File: src/rtl/mips_multicycle_ctrl.sv
// Moore FSM controller for the multicycle MIPS datapath: decodes IR opcode/funct
// into ALU and datapath controls, counts retired instructions, flags bad encodings.
module mips_multicycle_ctrl #(
   parameter int CNT_W = 32
) (
   input  logic             clk,
   input  logic             rst_n,
   input  logic [5:0]       opcode,
   input  logic [5:0]       funct,
   input  logic             Zero,
   output logic [2:0]       ALUctrl,
   output logic             ALUSrcA,
   output logic [1:0]       ALUSrcB,
   output logic [1:0]       PCSrc,
   output logic             IorD,
   output logic             IRWrite,
   output logic             MemWrite,
   output logic             RegWrite,
   output logic             RegDst,
   output logic             MemtoReg,
   output logic             PCEn,
   output logic             instr_done,
   output logic             illegal,
   output logic [3:0]       state,
   output logic [CNT_W-1:0] instr_count
);

   typedef enum logic [3:0] {
      FETCH  = 4'd0,
      DECODE = 4'd1,
      MEMADR = 4'd2,
      MEMRD  = 4'd3,
      MEMWB  = 4'd4,
      MEMWR  = 4'd5,
      EXEC   = 4'd6,
      ALUWB  = 4'd7,
      BRANCH = 4'd8,
      ADDIEX = 4'd9,
      ADDIWB = 4'd10,
      JUMP   = 4'd11
   } state_t;

   localparam logic [5:0] OP_RTYPE = 6'b000000;
   localparam logic [5:0] OP_LW    = 6'b100011;
   localparam logic [5:0] OP_SW    = 6'b101011;
   localparam logic [5:0] OP_BEQ   = 6'b000100;
   localparam logic [5:0] OP_ADDI  = 6'b001000;
   localparam logic [5:0] OP_J     = 6'b000010;

   localparam logic [2:0] ALU_AND = 3'b000;
   localparam logic [2:0] ALU_OR  = 3'b001;
   localparam logic [2:0] ALU_ADD = 3'b010;
   localparam logic [2:0] ALU_SUB = 3'b110;
   localparam logic [2:0] ALU_SLT = 3'b111;

   localparam logic [CNT_W-1:0] CNT_ONE = {{(CNT_W-1){1'b0}}, 1'b1};

   function automatic logic funct_supported(input logic [5:0] f);
      case (f)
         6'b100000, 6'b100010, 6'b100100, 6'b100101, 6'b101010: funct_supported = 1'b1;
         default:                                               funct_supported = 1'b0;
      endcase
   endfunction

   function automatic logic [2:0] funct_aluctrl(input logic [5:0] f);
      case (f)
         6'b100000: funct_aluctrl = ALU_ADD;
         6'b100010: funct_aluctrl = ALU_SUB;
         6'b100100: funct_aluctrl = ALU_AND;
         6'b100101: funct_aluctrl = ALU_OR;
         6'b101010: funct_aluctrl = ALU_SLT;
         default:   funct_aluctrl = ALU_ADD;
      endcase
   endfunction

   state_t           state_r;
   state_t           state_nxt_s;
   logic [CNT_W-1:0] instr_count_r;
   logic             illegal_s;
   logic [2:0]       aluctrl_s;
   logic             alusrca_s;
   logic [1:0]       alusrcb_s;
   logic [1:0]       pcsrc_s;
   logic             iord_s;
   logic             irwrite_s;
   logic             memwrite_s;
   logic             regwrite_s;
   logic             regdst_s;
   logic             memtoreg_s;
   logic             pcwrite_s;
   logic             branch_s;
   logic             instr_done_s;

   // Next-state selection; DECODE also detects unsupported encodings.
   always_comb begin
      state_nxt_s = FETCH;
      illegal_s   = 1'b0;
      case (state_r)
         FETCH:  state_nxt_s = DECODE;
         DECODE: begin
            case (opcode)
               OP_LW, OP_SW: state_nxt_s = MEMADR;
               OP_RTYPE: begin
                  if (funct_supported(funct)) begin
                     state_nxt_s = EXEC;
                  end else begin
                     state_nxt_s = FETCH;
                     illegal_s   = 1'b1;
                  end
               end
               OP_BEQ:  state_nxt_s = BRANCH;
               OP_ADDI: state_nxt_s = ADDIEX;
               OP_J:    state_nxt_s = JUMP;
               default: begin
                  state_nxt_s = FETCH;
                  illegal_s   = 1'b1;
               end
            endcase
         end
         MEMADR: begin
            if (opcode == OP_SW) begin
               state_nxt_s = MEMWR;
            end else begin
               state_nxt_s = MEMRD;
            end
         end
         MEMRD:   state_nxt_s = MEMWB;
         EXEC:    state_nxt_s = ALUWB;
         ADDIEX:  state_nxt_s = ADDIWB;
         default: state_nxt_s = FETCH;
      endcase
   end

   // Moore output decode from the state register.
   always_comb begin
      aluctrl_s    = ALU_ADD;
      alusrca_s    = 1'b0;
      alusrcb_s    = 2'b00;
      pcsrc_s      = 2'b00;
      iord_s       = 1'b0;
      irwrite_s    = 1'b0;
      memwrite_s   = 1'b0;
      regwrite_s   = 1'b0;
      regdst_s     = 1'b0;
      memtoreg_s   = 1'b0;
      pcwrite_s    = 1'b0;
      branch_s     = 1'b0;
      instr_done_s = 1'b0;
      case (state_r)
         FETCH: begin
            alusrcb_s = 2'b01;
            irwrite_s = 1'b1;
            pcwrite_s = 1'b1;
         end
         DECODE: alusrcb_s = 2'b11;
         MEMADR, ADDIEX: begin
            alusrca_s = 1'b1;
            alusrcb_s = 2'b10;
         end
         MEMRD: iord_s = 1'b1;
         MEMWB: begin
            memtoreg_s   = 1'b1;
            regwrite_s   = 1'b1;
            instr_done_s = 1'b1;
         end
         MEMWR: begin
            iord_s       = 1'b1;
            memwrite_s   = 1'b1;
            instr_done_s = 1'b1;
         end
         EXEC: begin
            alusrca_s = 1'b1;
            aluctrl_s = funct_aluctrl(funct);
         end
         ALUWB: begin
            regdst_s     = 1'b1;
            regwrite_s   = 1'b1;
            instr_done_s = 1'b1;
         end
         BRANCH: begin
            alusrca_s    = 1'b1;
            aluctrl_s    = ALU_SUB;
            pcsrc_s      = 2'b01;
            branch_s     = 1'b1;
            instr_done_s = 1'b1;
         end
         ADDIWB: begin
            regwrite_s   = 1'b1;
            instr_done_s = 1'b1;
         end
         JUMP: begin
            pcsrc_s      = 2'b10;
            pcwrite_s    = 1'b1;
            instr_done_s = 1'b1;
         end
         default: aluctrl_s = ALU_ADD;
      endcase
   end

   // State register and retired-instruction counter.
   always_ff @(posedge clk or negedge rst_n) begin
      if (!rst_n) begin
         state_r       <= FETCH;
         instr_count_r <= {CNT_W{1'b0}};
      end else begin
         state_r <= state_nxt_s;
         if (instr_done_s) begin
            instr_count_r <= instr_count_r + CNT_ONE;
         end else begin
            instr_count_r <= instr_count_r;
         end
      end
   end

   // Write enables are held off for the whole time reset is asserted.
   assign IRWrite     = irwrite_s & rst_n;
   assign MemWrite    = memwrite_s & rst_n;
   assign RegWrite    = regwrite_s & rst_n;
   assign PCEn        = rst_n & (pcwrite_s | (branch_s & Zero));
   assign ALUctrl     = aluctrl_s;
   assign ALUSrcA     = alusrca_s;
   assign ALUSrcB     = alusrcb_s;
   assign PCSrc       = pcsrc_s;
   assign IorD        = iord_s;
   assign RegDst      = regdst_s;
   assign MemtoReg    = memtoreg_s;
   assign instr_done  = instr_done_s;
   assign illegal     = illegal_s;
   assign state       = state_r;
   assign instr_count = instr_count_r;

endmodule

File: config.mk
export PLATFORM = sky130hd
export DESIGN_NAME = mips_multicycle_ctrl
export DESIGN_NICKNAME = d
export VERILOG_FILES = /design/src/rtl/mips_multicycle_ctrl.sv
export SDC_FILE = /design/constraint.sdc
export NUM_CORES = 1
export LEC_CHECK = 0
export ABC_AREA = 1
export CORE_MARGIN = 2
export CORE_UTILIZATION = 35
export CTS_CLUSTER_DIAMETER = 100
export DETAILED_ROUTE_END_ITERATION = 8
export PLACE_DENSITY_LB_ADDON = 0.15
export SLEW_MARGIN = 40
export SYNTH_ARGS = -nofsm -noshare
export SYNTH_HDL_FRONTEND = slang
export SYNTH_SLANG_ARGS = --single-unit
File: constraint.sdc
create_clock -name clk -period 2.2 [get_ports clk]
set_clock_uncertainty 0.2 [all_clocks]
set_input_delay 0.44 -clock clk [delete_from_list [all_inputs] [get_ports clk]]
set_output_delay 0.44 -clock clk [all_outputs]
set_load 0.03 [all_outputs]
## Word level (Yosys, flattened, before mapping)

Cells that the tools add are included.

- Flip-flop bits (word level): 36
- Bits in read-only memories: 0
- Memories kept: 0
- Latch bits: 0
- Input bits: 15
- Bits in writable memories: 0
- Logic and storage cells: 65
- Output and inout bits: 53

- Add/sub/neg operators: 1
- Equal/unequal tests: 21
- Muxes and demuxes: 24
- Divide/modulo/power cells: 0
- Shift operators: 0
- Bitwise operators: 6
- $lt $le $gt $ge: 0
- Reductions and logical operators: 11
- Multiply operators: 0

Operators by type and width:

| operator | count |
|---|---|
| $eq 6x6->1 const B | 7 |
| $add 32x1->32 const B | 1 |
| $pmux 4 s6 | 1 |
| $pmux 4 s5 | 1 |
| $eq 4x3->1 const B | 4 |
| $eq 4x4->1 const B | 4 |
| $mux 1 | 15 |
| $pmux 3 s4 | 1 |
| $reduce_or 5->1 | 2 |
| $eq 4x2->1 const B | 2 |
| $reduce_or 2->1 | 4 |
| $eq 6x2->1 const B | 1 |
| $eq 6x3->1 const B | 1 |
| $eq 6x4->1 const B | 1 |
| $logic_not 6->1 | 1 |
| $mux 3 | 2 |
| $pmux 2 s3 | 1 |
| $pmux 3 s2 | 1 |
| $reduce_or 6->1 | 1 |
| $and 1x1->1 | 5 |
| $eq 4x1->1 const B | 1 |
| $logic_not 4->1 | 1 |
| $pmux 2 s2 | 1 |
| $reduce_or 4->1 | 1 |
| 3 further kinds | 3 |

## Logic depth before layout (Yosys ltp)

- Depth in word-level cells: 8
- Gate-level depth with buffers: 10
- Mapped depth without buffers: 10

## Worst setup path before layout

Ideal clock, no wire load.

- Path type: register -> output
- From: register state_r[3] (netlist: state[3])
- To: output port PCEn
- Required time: 1560 ps
- Arrival: 1950 ps
- Path buffers: 0
- Path slack: -390 ps
- Stages on the path, launching flop included: 7
- Path through: dfrtp_1 inv_2 nor2_4 inv_1 nor2_1 nand2_1 a21oi_1

- Cells in the longest elaborated chain, start to end: 5
- Elaborated cells on any way between the ends: 9
- Classes of those cells: 2 x eq/ne; 2 x mux; 3 x bitwise; 2 x reduce/logical

Ends and longest elaborated chain:

| element | RTL line | source |
|---|---|---|
| start: declaration | 76 | `state_t state_r;` |
| start signal: assignment | 206 | `state_r <= state_nxt_s;` |
| $eq 4x4->1 / $logic_not 4->1 (equally long branches) | 149 | `case (state_r)` |
| $reduce_or 2->1 (no line) / $mux 1 (equally long branches) | -- |  |
| $mux 1 / $and 1x1->1 (equally long branches) | 149, 219 |  |
| $or 1x1->1 * | 219 | `assign PCEn = rst_n & (pcwrite_s \| (branch_s & Zero));` |
| $and 1x1->1 * | 219 |  |
| end: declaration | 21 | `output logic PCEn,` |

Every way passes the cells marked *; elsewhere a longest branch is shown, timed or not.

## Worst setup path in the final report

- From: register state_r[0] (netlist: state[0])
- To: output port ALUctrl[0]

- Cells in the longest elaborated chain, start to end: 2
- Elaborated cells on any way between the ends: 3
- Classes of those cells: 2 x eq/ne; 1 x mux

Ends and longest elaborated chain:

| element | RTL line | source |
|---|---|---|
| $eq 4x4->1 / $eq 4x3->1 (equally long branches) | 149 |  |
| $pmux 3 s2 * | 149 |  |
| end: declaration | 11 | `output logic [2:0] ALUctrl,` |

Marked as above.

==> results.sh <==
export IMPL_run_status="finished with violations"
export IMPL_failed_checks="setup timing"
export IMPL_drtAntennaViolNets=0
export IMPL_ys_top_cells_by_count="145 x sky130_fd_sc_hd__nand2_1, 64 x sky130_fd_sc_hd__nor2_1, 51 x sky130_fd_sc_hd__inv_1"
export IMPL_hold_wc_path_type="in2async"
export IMPL_netlist_top_cells_area="sky130_fd_sc_hd__dfrtp_1 36%, sky130_fd_sc_hd__nand2_1 22%, sky130_fd_sc_hd__nor2_1 9.6%"
export IMPL_syn_mean_instance_area_um2=6.43
export IMPL_first_global_vias=2703
export IMPL_cell_with_the_most_instances_after_synthesis="sky130_fd_sc_hd__nand2_1"
export IMPL_timing_final_ws_setup_ns=-0.0649
export IMPL_largest_fanout_of_any_net_on_the_critical_path=4
export IMPL_dp_slack_ns=-0.321
export IMPL_routed_wire_per_std_cell_um=12.2
export IMPL_timing_slew_headroom_pct=69.7
export IMPL_leading_area_contributor_after_synthesis="sky130_fd_sc_hd__dfrtp_1"
export IMPL_area_delta_synth_final_pct=49.3
export IMPL_final_max_slew_viol_count=0
export IMPL_finalCritPeriodShare_pct=103
export IMPL_final_layout_size_suffix_gt1_share_pct=22.2
export IMPL_static_leak_uw=0.00178
export IMPL_max_slew_worst_pin_slew_ns=0.455
export IMPL_globalplace_congestion=0.818
export IMPL_tns_ns=-0.140
export IMPL_synth_top_cell_area_share_pct=35.9
export IMPL_drt_pass1_iter_count=4
export IMPL_synth_cell_type_count=25
export IMPL_postRouteWirelength_um=7260
export IMPL_synth_fp_nets=406
export IMPL_die_outline_area_um2=7860
export IMPL_maximum_buffer_depth_of_the_clock_tree=2
export IMPL_cts_buffers=5
export IMPL_setup_violations_final=3
export IMPL_floorplan_initialDensity_pct=36.5
export IMPL_required_ns=1.56
export IMPL_yosys_most_used_dff="sky130_fd_sc_hd__dfrtp_1"
export IMPL_number_of_flops_mapped_to_enable_cells_by_yosys=0
export IMPL_die_h_um=88.7
export IMPL_cts_tree="yes"
export IMPL_power_density_cell_area_nw_per_um2=695
export IMPL_rsz0062_at_grt="yes"
export IMPL_timing_critical_path_to_type="output port"
export IMPL_fmaxAchievable_ghz=0.442
export IMPL_grt_resource_usage_total_pct=19.6
export IMPL_place_detailed_hpwl_um=5370
export IMPL_ys_warnings_count=0
export IMPL_rows=30
export IMPL_drt_drc_violations_left=0
export IMPL_fillCellCount=680
export IMPL_critPathLaunchType="flop"
export IMPL_final_nets=516
export IMPL_ys_seq_elements=36
export IMPL_worst_endpoint_arrival_ns=1.62
export IMPL_grt_max_degree=37
export IMPL_chipWidth_um=88.7
export IMPL_pin_count=68
export IMPL_number_of_max_capacitance_violations_reported=0
export IMPL_path_clk_slew_ns=0.08
export IMPL_antenna_violations_before_repair=0
export IMPL_route_vias_total=2782
export IMPL_postSynthCellCount=390
export IMPL_drt_iter0_markers=104
export IMPL_irDropWorstVdd_mv=0.513
export IMPL_grt_overflow=0
export IMPL_synth_yosys_seq_area_share_pct=35.9
export IMPL_avgViaCountPerCell=4.66
export IMPL_postSynth_asyncResetShare_pct=100
export IMPL_clk_root_buffer_cell="sky130_fd_sc_hd__clkbuf_8"
export IMPL_h_tree_depth=2
export IMPL_final_hold_viol_count=0
export IMPL_syn_cell_area_um2=2510
export IMPL_critPathKind="reg2out"
export IMPL_core_area_um2=6870
export IMPL_placement_io_buffers=67
export IMPL_antennaDiodeCount=0
export IMPL_global_route_wire_length_before_repair_um=12200
export IMPL_layout_min_cycle_time_ns=2.26
export IMPL_clk_insertion_delay_late_ns=0.29
export IMPL_clock_sinks=36
stage by stage:
stage               cells  total power, uW  utilization, %  instance area [um^2]  hold WS [ns]
floorplan             390             1370               -                  2530       -0.0556
global placement      568             1740            49.4                  3400         0.282
detailed placement    568             1750            49.4                  3400         0.295
CTS                   597             2510            53.6                  3680        0.0290
global route          597             2750            54.5                  3750        0.0482
finish                597             2600            54.5                  3750       0.00243
worst max-delay path, stage by stage, from the launching register on:
cell and delay [ns]:
sky130_fd_sc_hd__dfrtp_1 0.44, sky130_fd_sc_hd__inv_2 0.10, sky130_fd_sc_hd__nand2_2 0.07, sky130_fd_sc_hd__inv_2 0.08, sky130_fd_sc_hd__nand2_2 0.06, sky130_fd_sc_hd__buf_6 0.12
sky130_fd_sc_hd__or2_4 0.22, sky130_fd_sc_hd__o21ai_2 0.12, sky130_fd_sc_hd__buf_6 0.14
layout by cell type, fill, tap and decap left out, drive strengths merged, types with 9 or more instances in the layout:
master / count
inv: 54
nand2: 148
nand3: 24
dfrtp: 36
clkdlybuf4s50: 37
dlygate4sd2: 13
xor2: 9
nand4: 13
nor2: 73
buf: 52
power by group:
group	internal [uW]	leakage (uW)	switching [uW]	total [uW]
Clock	337	0.0000552	243	579
Sequential	710	0.000492	76.7	787
Combinational	522	0.00123	715	1240
Total	1570	0.00178	1040	2600
timing repair:
action,CTS,global route
gates resized for setup,32,25
hold buffers,0,0
setup buffers,21,0
pin swaps,12,4
setup endpoints to repair,9,13
final timing paths:
kind	cells past startpoint	from	end	slack [ns]
min in group clk	2	instr_count[31]	instr_count[31]	0.31
max	8	state[0]	ALUctrl[0]	-0.06
min	2	rst_n	instr_count[2]	0.002
min reg2reg	2	instr_count[31]	instr_count[31]	0.31
max reg2reg	13	state[0]	state[0]	-0.02
max in group asynchronous	2	rst_n	state[1]	1.45
cell families after synthesis:
logic type      after synthesis  synth area share, %
buf+inv                      57                 9.18
xor+xnor                     17                 6.23
flops                        36                 35.9
fa+ha+maj                     1                0.499
compound gates               12                 2.39
simple gates                267                 45.8
routing by layer:
| layer | up-vias | GRT usage [%] | part of all wire (%) |
|---|---|---|---|
| li1 | 1427 | - | - |
| met1 | 1277 | 26.0 | 48 |
| met2 | 67 | 32.5 | 46 |
| met3 | 11 | 4.10 | 5.0 |
| met4 | 0 | 5.10 | 1.4 |
| met5 | - | 0 | 0 |
sequential cells by signal, summed over array words and instances, names as in the netlist:
name / flops
instr_count: 32
state: 4
cell type report:
type | instances | area, um^2 | area share, %
well taps | 96 | 120 | 3.21
flip-flops and latches | 36 | 905 | 24.1
clock inverters | 2 | 35.0 | 0.935
inverters | 54 | 203 | 5.41
clock buffers | 6 | 72.6 | 1.94
multi-input cells | 297 | 1480 | 39.4
repair buffers | 106 | 935 | 24.9
(Power assumes the default switching activity.)
